**config.mk**
```make
export PLATFORM = sky130hd
export DESIGN_NAME = uart_mem_monitor
export DESIGN_NICKNAME = d
export VERILOG_FILES = /design/src/rtl/uart_mem_monitor.sv
export SDC_FILE = /design/constraint.sdc
export NUM_CORES = 1
export LEC_CHECK = 0
export CORE_ASPECT_RATIO = 0.5
export CORE_MARGIN = 4
export CORE_UTILIZATION = 48
export DETAILED_ROUTE_END_ITERATION = 16
export PLACE_DENSITY = 0.73
export SETUP_SLACK_MARGIN = 0.5
export SYNTH_ARGS = -nofsm -noshare
export SYNTH_HDL_FRONTEND = slang
export SYNTH_SLANG_ARGS = --single-unit
```
**constraint.sdc**
```tcl
create_clock -name clock -period 1.77 [get_ports clock]
set_input_delay 0.354 -clock clock [delete_from_list [all_inputs] [get_ports clock]]
set_output_delay 0.354 -clock clock [all_outputs]
set_load 0.02 [all_outputs]
```
**src/rtl/uart_mem_monitor.sv**
```systemverilog
// uart_mem_monitor: decodes UART command frames into word reads/writes on dpram port 2 and replies over UART
module uart_mem_monitor #(
  parameter int ADDR_W = 12,
  parameter int TIMEOUT = 5_000_000,
  parameter logic [7:0] OP_WRITE = 8'h57,
  parameter logic [7:0] OP_READ = 8'h52,
  parameter logic [7:0] ACK_BYTE = 8'h4B,
  parameter logic [7:0] NAK_BYTE = 8'h3F
) (
  input  logic              clock,
  input  logic              n_rst,
  input  logic              rx_ready,
  input  logic [7:0]        rx_data,
  input  logic              tx_ready,
  output logic              tx_start,
  output logic [7:0]        tx_data,
  output logic [ADDR_W-1:0] mem_addr,
  output logic [15:0]       mem_din,
  output logic              mem_we,
  input  logic [15:0]       mem_dout,
  output logic              busy,
  output logic              err
);
  localparam int CW = $clog2(TIMEOUT + 1);
  typedef enum logic [3:0] {
    IDLE, GET_AH, GET_AL, GET_DH, GET_DL, MEM_WR, MEM_RD, MEM_WAIT, TX_LOAD, TX_BUSY
  } state_t;
  state_t state, nxt;
  logic rx_q, ev, op_ok, get_st, tmo_hit, overrun, is_wr;
  logic [7:0] ah, dh, q0, q1;
  logic [1:0] qn;
  logic [CW-1:0] tmo;
  assign ev = rx_ready & ~rx_q;
  assign op_ok = rx_data == OP_WRITE || rx_data == OP_READ;
  assign get_st = state inside {GET_AH, GET_AL, GET_DH, GET_DL};
  assign tmo_hit = get_st && !ev && tmo == CW'(TIMEOUT - 1);
  assign overrun = ev && !get_st && state != IDLE;
  assign busy = state != IDLE;
  assign mem_we = state == MEM_WR;
  // State register
  always_ff @(posedge clock or negedge n_rst)
    if (!n_rst) state <= IDLE;
    else state <= nxt;
  // Next-state: frame bytes advance on byte events, an expired gap abandons the frame
  always_comb begin
    nxt = state;
    case (state)
      IDLE:     if (ev) nxt = op_ok ? GET_AH : TX_LOAD;
      GET_AH:   if (ev) nxt = GET_AL;
      GET_AL:   if (ev) nxt = is_wr ? GET_DH : MEM_RD;
      GET_DH:   if (ev) nxt = GET_DL;
      GET_DL:   if (ev) nxt = MEM_WR;
      MEM_WR:   nxt = TX_LOAD;
      MEM_RD:   nxt = MEM_WAIT;
      MEM_WAIT: nxt = TX_LOAD;
      TX_LOAD:  if (tx_start && !tx_ready) nxt = TX_BUSY;
      TX_BUSY:  if (tx_ready) nxt = qn != 2'd0 ? TX_LOAD : IDLE;
      default:  nxt = IDLE;
    endcase
    if (tmo_hit) nxt = IDLE;
  end
  // Datapath: edge detect, gap timer, frame capture, reply queue and tx handshake
  always_ff @(posedge clock or negedge n_rst)
    if (!n_rst) begin
      rx_q <= 1'b1;
      err <= 1'b0;
      tmo <= '0;
      is_wr <= 1'b0;
      ah <= '0;
      dh <= '0;
      q0 <= '0;
      q1 <= '0;
      qn <= '0;
      mem_addr <= '0;
      mem_din <= '0;
      tx_start <= 1'b0;
      tx_data <= '0;
    end else begin
      rx_q <= rx_ready;
      err <= (state == IDLE && ev && !op_ok) || tmo_hit || overrun;
      tmo <= (get_st && !ev) ? tmo + 1'b1 : '0;
      if (state == IDLE && ev) begin
        is_wr <= rx_data == OP_WRITE;
        q0 <= NAK_BYTE;
        qn <= 2'd1;
      end
      if (state == GET_AH && ev) ah <= rx_data;
      if (state == GET_AL && ev) mem_addr <= ADDR_W'({ah, rx_data});
      if (state == GET_DH && ev) dh <= rx_data;
      if (state == GET_DL && ev) mem_din <= {dh, rx_data};
      if (state == MEM_WR) begin
        q0 <= ACK_BYTE;
        qn <= 2'd1;
      end
      if (state == MEM_WAIT) begin
        q0 <= mem_dout[15:8];
        q1 <= mem_dout[7:0];
        qn <= 2'd2;
      end
      if (state == TX_LOAD) begin
        if (tx_start && !tx_ready) begin
          tx_start <= 1'b0;
          q0 <= q1;
          qn <= qn - 2'd1;
        end else begin
          tx_start <= 1'b1;
          tx_data <= q0;
        end
      end
    end
endmodule
```
-- After elaboration in Yosys (flattened, before gate mapping)
Index checks and enable logic that the tools add are counted.
- equality and inequality tests: 19
- bitwise gates (word level): 3
- order comparisons: 0
- div/mod/pow operators: 0
- multiplexer cells: 24
- shifts and indexed selects: 0
- reductions and logical operators: 25
- multipliers: 0
- $add $sub $neg: 2
- operators by type and width (operator ; count):
    4-bit two-way mux ; 10
    8-bit two-way mux ; 5
    4-bit case mux with 9 select lines ; 1
    23-bit by 1-bit adder with 23-bit output, second input constant ; 1
    23-bit == test, second input constant ; 1
    23-bit two-way mux ; 1
    3-bit inequality test, second input constant ; 7
    4-bit by 3-bit == test with 1-bit output, second input constant ; 4
    8-bit by 7-bit == test with 1-bit output, second input constant ; 2
    1-bit logical AND ; 11
    2-bit two-way mux ; 5
    4-bit by 2-bit == test with 1-bit output, second input constant ; 2
    4-bit == test, second input constant ; 2
    4-bit nonzero test ; 2
    7-bit AND reduction ; 1
    4-bit by 1-bit == test with 1-bit output, second input constant ; 1
    1-bit logical NOT ; 4
    4-bit logical NOT ; 1
    1-bit logical OR ; 3
    3-bit two-way mux ; 1
    1-bit inverter ; 2
    2-bit AND reduction ; 1
    2-bit nonzero test ; 1
    2-bit OR reduction ; 1
    3 further kinds ; 3
- ROM bits: 0
- logic and storage cells: 87
- RAM bits: 0
- register bits: 97
- memories kept: 0
- bits in latches: 0

-- Depth between registers and ports, before layout
- word-level depth: 8
- mapped depth: 7
- mapped depth without buffers: 5

-- Worst setup path after synthesis
No wires, ideal clock.
- path type: reg-to-reg
- from: register state[2]
- to: register q0[6]
- setup slack: 80 ps
- cell stages (with the launch flop): 7
- data arrival time: 1565 ps
- cells stage by stage: dfrtp_1 > buf_2 > nor4b_4 > nand2_1 > a21oi_1 > a31oi_1 > mux2_2
- longest elaborated chain between the ends: 7
- elaborated cells between the ends (all ways): 10
- RTL lines (item ; RTL line ; source):
    start: declaration ; 28 ; state_t state, nxt;
    start signal: assignment ; 43 ; else state <= nxt;
    4-bit logical NOT ; 82 ; if (state == IDLE && ev) begin
    1-bit logical AND ; 82 ;
    8-bit two-way mux ; 82 ;
    8-bit two-way mux ; 91 ; if (state == MEM_WR) begin
    8-bit two-way mux ; 95 ; if (state == MEM_WAIT) begin
    8-bit two-way mux ; 101 ; if (tx_start && !tx_ready) begin
    8-bit two-way mux (*) ; 100 ; if (state == TX_LOAD) begin
    end signal: assignment ; 96 ; q0 <= mem_dout[15:8];
    end signal: assignment ; 103 ; q0 <= q1;
    end: declaration ; 30 ; logic [7:0] ah, dh, q0, q1;
Every way passes the cells marked *; elsewhere a longest branch is shown, timed or not.
A chain may end at the register's enable or synchronous reset.

-- Final worst setup path
- from: register state[1]
- to: output port busy
- longest elaborated chain between the ends: 1
- RTL lines (item ; RTL line ; source):
    4-bit nonzero test ; 38 ; assign busy = state != IDLE;
    end: declaration ; 21 ; output logic busy,
Every way passes these cells.

==> reports/metrics.cfg <==
[status]
outcome=complete, but fails checks
violations=negative setup slack

[run]
cap_violations=0

[layout]
drive_gt1_frac=0.459
areaGrowthSynthToFinish_pct=44.7
final_cell_count_no_fill=614
fin_util=0.717
nets=523
antenna_cells=0
nFillCells=574

[logic_synthesis]
yosysTopAreaCellShare=0.555
seq_area_frac_synth=0.561
synth_ff_type=dfrtp_1
yosys.area.top_type=dfrtp_1
async_flop_share=1.00
syn-cell-area_sq_um=4330
ys_warn_count=0
ys_seq_elements=97
synth_cell_type_count=50
synthesis.instances=370
syn_nets=400
synth_compound_area_frac=0.0766
ys_top_cells_by_area=dfrtp_1 (55%), mux2_2 (15%), nor2_1 (3.4%)
synthAdderAreaFrac=0.00578
synth_top_family_by_area=multiplexers
syn_area_per_cell_sq_um=11.7
synth_edf_count=0
synthXorXnorAreaFrac=0.0384
synthMuxAreaShare=0.148
synthSimpleGateAreaFrac=0.146

[clock_network]
cts_buffer_depth=2
numClockSinks=97
cts_tree=yes
htreeDepth=3
clock-root-buffer=clkbuf_16
clock_latency_ns=0.34
cts-buffers-inserted=9
clk_pin_slew_ns=0.06

[sta]
finalCritPeriodShare=1.03
fin_crit_ns=1.82
rsz0062_at_grt=yes
maxSlewViolCount=0
hold_viol=0
relSlewSlack=0.690
max_freq_mhz=551
worst-slew-pin-transition_ns=0.464
setup_viol=2
holdWs_ns=0.375
setup_slack_ns=-0.0463
skew_ns=0.00583

[route]
vias_per_cell=5.45
drc_errors=0
drtAntennaViolNets=0
firstDrtPassIters=4
drtIter0Drc=193
post_drt_wl_per_cell_microns=17.4
via_count=3348
totalWireLength_mm=10.7

[worst_setup_path]
crit_fanout=2
required_ns=1.42
critPathMaxStageDelay_ns=0.41
ff2ff_path_depth=7
critPathCaptureType=output port
cp-endpoint=busy
crit_type=register to output port
r2r_end=mem_din[2]$_DFFE_PN0P_
r2r-start=state[1]$_DFFE_PN0P_
reg2reg_slack_ns=0.04
slowest_stage=dfrtp_2
cp_cell_sequence=or2_4 > or3_4 > buf_6
critical_path_arrival_ns=1.46
cp-startpoint=state[1]$_DFFE_PN0P_
startpoint_type=register

[die]
fp.dieArea_sq_um=10700
die_x_microns=142
core_area_sq_um=8740
io_pins=68
die_h_microns=75.2
initial_core_util=0.495
rows=24

[global_route]
grt.total_usage=0.201
grt_max_degree=36
gr-total-overflow=0
grt_pass1_wl_mm=17.0
antenna_found_initial=0
grt_pass1_vias=3508

[place]
place.gp.congestion=0.853
dp_hpwl_mm=6.84
post-place-cells=570
io_buffers=67

[worst_hold_path]
min_from=rx_data[6]
min_path_cells=2
hold_class=input port to register

[pwr]
peakVddDrop_mv=0.735
leakage_nw=2.97
p_per_area_nw_per_um2=1550

-- registers in the layout, indices dropped and copies added, names as in the netlist, 2 cells and up --
register,count
ah,4
dh,8
mem_addr,12
mem_din,16
q0,8
q1,8
qn,2
state,4
tmo,23
tx_data,8
-- metal layers --
| metal | vias up | track usage | wire, microns |
|---|---|---|---|
| met5 | - | 0 | 0 |
| met2 | 83 | 0.371 | 5530 |
| met4 | 0 | 0.0485 | 80 |
| li1 | 1564 | - | - |
| met3 | 10 | 0.0565 | 539 |
| met1 | 1691 | 0.240 | 4530 |
-- power breakdown --
part | switching [mW] | total, mW | internal [mW]
sequential | 0.429 | 3.34 | 2.91
combinational | 2.19 | 4.66 | 2.47
clock | 0.791 | 1.74 | 0.947
total | 3.41 | 9.73 | 6.32
-- worst min-delay path by stage --
| stage | slack [ns] | end |
|---|---|---|
| 2_1_floorplan | 0.06 | ah[0]$_DFFE_PN0P_ |
| 3_3_place_gp | 0.33 | mem_din[13]$_DFFE_PN0P_ |
| 3_5_place_dp | 0.34 | mem_addr[5]$_DFFE_PN0P_ |
| 4_1_cts | 0.48 | qn[0]$_DFF_PN0_ |
| 5_1_grt | 0.36 | mem_din[6]$_DFFE_PN0P_ |
| 6_report | 0.38 | mem_din[6]$_DFFE_PN0P_ |
-- kinds of logic after synthesis --
| group | after synthesis |
|---|---|
| muxes | 57 |
| and+or+nand+nor | 115 |
| xor gates and xnor gates | 19 |
| AOI/OAI and AO/OA | 55 |
| buffers and inverters | 25 |
| DFF | 97 |
| adders and majority gates | 2 |
-- stage by stage --
| step | total power, mW | worst slack, ns | instance area, sq um | TNS (ns) |
|---|---|---|---|---|
| after detailed placement | 6.93 | -0.396 | 5440 | -10.38 |
| after floorplan | 5.41 | 0.153 | 4470 | 0 |
| after global routing | 10.2 | -0.0900 | 6260 | -0.181 |
| final | 9.73 | -0.0463 | 6260 | -0.0491 |
| after CTS | 9.28 | -0.0506 | 5980 | -0.0571 |
| after global placement | 6.78 | -0.332 | 5440 | -10.42 |
-- worst max-delay path: cells and delay by family (launching register included) --
family	cells	cell delay, ns
buf+inv	1	0.14
flops	1	0.41
simple gates	2	0.58
-- cell usage in the layout, fill, tap and decap left out, drive strengths merged, types with 3 or more instances in the layout --
master	instances
buf	98
dfrtp	96
mux2	57
nor2	41
a21oi	24
clkdlybuf4s50	22
nand2	16
nand3	12
xnor2	11
clkbuf	11
inv	9
o21ai	9
nor3	8
xor2	8
nand4	6
a31oi	5
or3	5
and3	5
nand3b	4
or2	4
o22ai	3
clkinvlp	3
dlygate4sd2	3
nor4b	3
a21boi	3
-- cells in the mapped netlist (3+ instances only) --
library cell,number
a21boi_0,3
a21oi_1,24
a31oi_1,5
and3_1,5
buf_2,8
clkbuf_1,8
dfrtp_1,96
inv_1,9
mux2_2,57
nand2_1,14
nand3_1,11
nand3b_1,4
nand4_1,4
nor2_1,39
nor3_1,8
o21ai_0,9
o22ai_1,3
or2_2,3
or3_1,5
xnor2_1,11
xor2_1,8
-- layout make-up --
cell class	count	area [sq um]	area share
inverters	9	33.8	0.00539
well taps	117	146	0.0234
flip-flops and latches	97	2430	0.389
repair buffers	126	1160	0.185
clock inverters	4	31.3	0.00499
clock buffers	11	233	0.0372
multi-input cells	250	2230	0.356
-- timing repair --
action | 4_1_cts | 5_1_grt
pin swaps | 11 | 6
endpoints found under the hold margin | 32 | 0
hold buffers | 1 | 0
endpoints found under the setup margin | 136 | 113
resized for setup | 233 | 57
setup buffers | 14 | 10
gates cloned | 4 | 0
(Power assumes the default switching activity.)
